--- src/rtl/popcount_sched.sv ---
// popcount_sched: two-requester nibble scheduler feeding a shared one-hot
// popcount unit. One owner at a time streams nibbles. The unit's one-hot
// results are summed into a saturating 8-bit total, which is reported on done.
// Optional feature: define POPCOUNT_SCHED_BURST_LIMIT_EN to end a burst on
// its 16th transfer even when last_x is low.
module popcount_sched (
  input  logic       clk,
  input  logic       rst_n,
  input  logic       ena,
  input  logic       req_a,
  input  logic       req_b,
  input  logic [3:0] data_a,
  input  logic [3:0] data_b,
  input  logic       last_a,
  input  logic       last_b,
  output logic       gnt_a,
  output logic       gnt_b,
  output logic [3:0] pc_data,
  input  logic [4:0] pc_onehot,
  output logic       done,
  output logic       done_id,
  output logic [7:0] done_count,
  output logic       err
);

  typedef enum logic [1:0] {ST_IDLE, ST_BUSY, ST_DONE} state_t;

  state_t     state_q, state_d;
  logic       owner_q, owner_d;
  logic       rr_q, rr_d;
  logic [7:0] acc_q, acc_d;
  logic       done_id_q, done_id_d;
  logic [7:0] done_count_q, done_count_d;
  logic       err_q, err_d;
`ifdef POPCOUNT_SCHED_BURST_LIMIT_EN
  logic [3:0] xfer_cnt_q, xfer_cnt_d;
`endif

  logic       last_own;
  logic       xfer;
  logic       onehot_ok;
  logic       end_burst;
  logic [2:0] pc_val;
  logic [8:0] sum;
  logic [7:0] acc_sat;

  // Grants and the shared-unit operand come straight from the owner in BUSY
  always_comb begin
    gnt_a    = 1'b0;
    gnt_b    = 1'b0;
    pc_data  = 4'h0;
    last_own = owner_q ? last_b : last_a;
    if (state_q == ST_BUSY) begin
      pc_data = owner_q ? data_b : data_a;
      gnt_a   = ena & req_a & ~owner_q;
      gnt_b   = ena & req_b & owner_q;
    end
    xfer = gnt_a | gnt_b;
  end

  // Decode the unit's one-hot result; anything malformed contributes zero
  always_comb begin
    onehot_ok = (pc_onehot != 5'b0) && ((pc_onehot & (pc_onehot - 5'd1)) == 5'b0);
    pc_val    = 3'd0;
    for (int n = 1; n < 5; n++) begin
      if (pc_onehot[n]) pc_val = 3'(n);
    end
    if (!onehot_ok) pc_val = 3'd0;
    sum     = {1'b0, acc_q} + {6'b0, pc_val};
    acc_sat = sum[8] ? 8'hFF : sum[7:0];
  end

`ifdef POPCOUNT_SCHED_BURST_LIMIT_EN
  assign end_burst = last_own | (xfer_cnt_q == 4'd15);
`else
  assign end_burst = last_own;
`endif

  assign done       = (state_q == ST_DONE) & ena;
  assign done_id    = done_id_q;
  assign done_count = done_count_q;
  assign err        = err_q;

  // Next-state logic: arbitration, accumulation and burst completion
  always_comb begin
    state_d      = state_q;
    owner_d      = owner_q;
    rr_d         = rr_q;
    acc_d        = acc_q;
    done_id_d    = done_id_q;
    done_count_d = done_count_q;
    err_d        = err_q;
`ifdef POPCOUNT_SCHED_BURST_LIMIT_EN
    xfer_cnt_d   = xfer_cnt_q;
`endif
    if (ena) begin
      case (state_q)
        ST_IDLE: begin
          if (req_a | req_b) begin
            // A lone requester wins; a tie goes to the round-robin pointer
            owner_d = (req_a & req_b) ? rr_q : req_b;
            acc_d   = 8'd0;
            state_d = ST_BUSY;
`ifdef POPCOUNT_SCHED_BURST_LIMIT_EN
            xfer_cnt_d = 4'd0;
`endif
          end
        end
        ST_BUSY: begin
          if (xfer) begin
            if (!onehot_ok) err_d = 1'b1;
            acc_d = acc_sat;
`ifdef POPCOUNT_SCHED_BURST_LIMIT_EN
            xfer_cnt_d = xfer_cnt_q + 4'd1;
`endif
            if (end_burst) begin
              state_d      = ST_DONE;
              done_count_d = acc_sat;
              done_id_d    = owner_q;
            end
          end
        end
        ST_DONE: begin
          rr_d    = ~owner_q;
          state_d = ST_IDLE;
        end
        default: state_d = ST_IDLE;
      endcase
    end
  end

  // State registers; reset wins over ena
  always_ff @(posedge clk) begin
    if (!rst_n) begin
      state_q      <= ST_IDLE;
      owner_q      <= 1'b0;
      rr_q         <= 1'b0;
      acc_q        <= 8'd0;
      done_id_q    <= 1'b0;
      done_count_q <= 8'd0;
      err_q        <= 1'b0;
`ifdef POPCOUNT_SCHED_BURST_LIMIT_EN
      xfer_cnt_q   <= 4'd0;
`endif
    end else begin
      state_q      <= state_d;
      owner_q      <= owner_d;
      rr_q         <= rr_d;
      acc_q        <= acc_d;
      done_id_q    <= done_id_d;
      done_count_q <= done_count_d;
      err_q        <= err_d;
`ifdef POPCOUNT_SCHED_BURST_LIMIT_EN
      xfer_cnt_q   <= xfer_cnt_d;
`endif
    end
  end

endmodule

--- config.mk ---
export PLATFORM = sky130hd
export DESIGN_NAME = popcount_sched
export DESIGN_NICKNAME = d
export VERILOG_FILES = /design/src/rtl/popcount_sched.sv
export SDC_FILE = /design/constraint.sdc
export NUM_CORES = 1
export LEC_CHECK = 0
export CAP_MARGIN = 40
export CORE_AREA = 5 5 63 65
export DETAILED_ROUTE_END_ITERATION = 10
export DIE_AREA = 0 0 68 70
export DONT_BUFFER_PORTS = 1
export HOLD_SLACK_MARGIN = 0.12
export PLACE_DENSITY = 0.54
export RECOVER_POWER = 25
export SYNTH_ARGS = -nofsm -noshare
export SYNTH_HDL_FRONTEND = slang
export SYNTH_SLANG_ARGS = --single-unit
export TNS_END_PERCENT = 20
--- constraint.sdc ---
create_clock -name clk -period 3.45 [get_ports clk]
set_clock_uncertainty 0.05 [all_clocks]
set_input_delay 1.035 -clock clk [delete_from_list [all_inputs] [get_ports clk]]
set_output_delay 1.035 -clock clk [all_outputs]
set_load 0.05 [all_outputs]
==> impl_metrics.yaml <==
grt:
  antenna_found_initial: 0
  grt_pass1_vias: 1069
  grt.total_usage_pct: 13.18
  grt_first_pass_wirelength_microns: 4912
  gr-total-overflow: 0
  grt_max_degree: 22
finish:
  fin_nets: 173
  mostFrequentLayoutCell: "dfxtp_1"
  final_cell_mix: "dfxtp_1 (22), nand2_1 (16), o21ai_0 (13)"
  drive_gt1_share_pct: 11.49
  area_delta_synth_final_pct: 6.706
  diodes: 0
route:
  wl_per_cell_microns: 15.32
  num_vias: 1082
  detail_route.first_pass.iterations: 5
  drtIter0Drc: 44
  ant_nets: 0
  avgViaCountPerCell: 5.577
  drc_errors: 0
  finalWirelength_microns: 2972
clock_tree:
  clkTransAtPathRegs_ns: 0.13
  clk_latency_ns: 0.32
  post_cts_buffers: 0
  hold_buffers: 0
  cts-root-buf: "clkbuf_4"
  cts_tree: "done"
  htreeDepth: 1
  cts_resized: 0
  cts.sinks: 22
  cts_buffer_depth: 2
  cts_buffers: 3
synth:
  synthDistinctLibCells: 49
  avgSynthCellArea_sq_um: 9.003
  synth-edff-count: 0
  yosys_warnings: 0
  synth_flop_cell: "dfxtp_1"
  synth-seq-cells: 22
  syn_nets: 167
  synth_cells: 143
  synth-seq-area-share_pct: 34.21
  syn-cell-area_sq_mm: 0.001287
  async_reset_ff_share_pct: 0
worst_setup_path:
  crit_path_start_kind: "primary input"
  slowest_delay_ns: 0.33
  crit_buf_inv: 0
  criticalPathCategory: "primary input to register"
  cpLargestDelayFamily: "compound AO/OA/AOI/OAI gates"
  arrival_ns: 3.04
  crit_slowest_cell: "o311ai_0"
  cp.required_ns: 3.63
  crit_chain: "xor2_1 > o21ai_0 > o311ai_0 > and2_1 > ha_1 > a21o_1 > and3_4 > o31a_1 > o221a_2"
  end_kind: "register"
  path_max_fanout: 5
floorplanning:
  fp.dieW_microns: 68
  start_util_pct: 39.20
  die_area_sq_mm: 0.004760
  core_area_sq_mm: 0.003284
  boundaryPins: 37
  rows: 21
  die_y_microns: 70
timing:
  tightest_slew_ns: 0.7752
  tns_ns: 0
  fin_crit_sh_pct: 82.93
  max_freq_ghz: 0.3495
  slew_headroom_pct: 47.93
  timing.final.crit_period_ns: 2.861
  drv_slew: 0
  rsz0062_at_grt: "false"
  finalSetupViolCount: 0
  hold_viol: 0
pwr:
  p_clk_share_pct: 31.5
  swShare_pct: 28.32
  seqPwrFrac_pct: 56.5
  pwr-share-comb_pct: 12.1
  p_switching_uw: 136.4
  power_uw: 481.7
  irDropWorstVdd_mv: 0.1530
  p_per_area_mw_per_mm2: 350.6
  p_int_uw: 345.3
  p_leak_nw: 0.5149
place:
  gp_congestion: 0.8521
  port_buffers: 0
  hpwl_microns: 2217
min_path:
  hold_path_class: "register to register"
job:
  cap_violations: 0
outcome:
  status: "completed"
[per-layer routing]
metal	vias to the layer above	wire length (microns)	global-route usage [%]
li1	548	-	-
met1	502	1381	16.58
met2	28	1352	21.09
met3	4	196	2.724
met4	0	42	5.960
met5	-	0	0
[kinds of logic after synthesis]
group / after synthesis / synth area share (%)
DFF: 22 / 34.21
AOI/OAI and AO/OA: 42 / 22.16
adders and majority gates: 4 / 4.471
muxes: 8 / 6.317
and+or+nand+nor: 55 / 26.24
xor gates and xnor gates: 5 / 3.402
buffers and inverters: 7 / 3.206
[stage by stage]
step           setup WS [ns]  std cells  hold WS, ns  cell area [sq um]  utilization (%)
2_1_floorplan         0.3984        143       0.3888               1287                -
3_3_place_gp          0.3066        190       0.4099               1353            41.18
3_5_place_dp          0.2412        190       0.4147               1353            41.18
4_1_cts               0.5944        194       0.4464               1389            42.29
5_1_grt               0.3588        194       0.4746               1374            41.83
6_report              0.5890        194       0.4429               1374            41.83
[power groups by stage]
| stage | combinational [mW] | sequential, mW | clock [mW] |
|---|---|---|---|
| 5_1_grt | 0.0647 | 0.273 | 0.167 |
| 6_report | 0.0581 | 0.272 | 0.152 |
| 2_1_floorplan | 0.0542 | 0.275 | 0 |
| 4_1_cts | 0.0606 | 0.272 | 0.158 |
| 3_5_place_dp | 0.0604 | 0.277 | 0 |
| 3_3_place_gp | 0.0595 | 0.277 | 0 |
[state kept, by name (all words and copies together) (netlist names)]
register and flops:
owner_q 1, err 1, state_q 2, done_id 1, done_count 8, rr_q 1
acc_q 8
[layout make-up]
type,count,area (sq um)
fill,339,1911
multi-input combinational,114,794.5
sequential,22,440.4
tap,46,57.56
clock buffer,4,36.28
timing repair buffer,5,33.78
inverter,3,11.26
[path summary, 6_finish.rpt]
| check | startpoint | endpoint | slack, ns | depth (start not counted) |
|---|---|---|---|---|
| setup / recovery | pc_onehot[2] | acc_q[3] | 0.59 | 9 |
| hold / removal | acc_q[2] | acc_q[2] | 0.44 | 1 |
| setup reg to reg | acc_q[0] | acc_q[3] | 1.32 | 6 |
| hold reg to reg | acc_q[2] | acc_q[2] | 0.44 | 1 |
[synthesized netlist by cell type (all sizes together) (2+ instances only)]
library cell  count  share of area, %
a21oi             6               2.3
a31oi             2              0.97
and2              4               1.9
and4              3               2.2
buf               3               2.0
dfxtp            22                34
ha                3               2.9
inv               3              0.87
mux2i             7               5.4
nand2            16               4.7
nand2b            3               2.0
nand3             3               1.2
nand3b            3               1.7
nand4             2              0.97
nor2              8               2.3
nor2b             3               1.5
nor3              2               1.7
nor3b             2               1.2
nor4              2               2.1
o21ai            13               5.1
o22ai             3               1.5
o2bb2ai           5               3.4
xnor2             2               1.4
xor2              3               2.0
(Power assumes the default switching activity.)
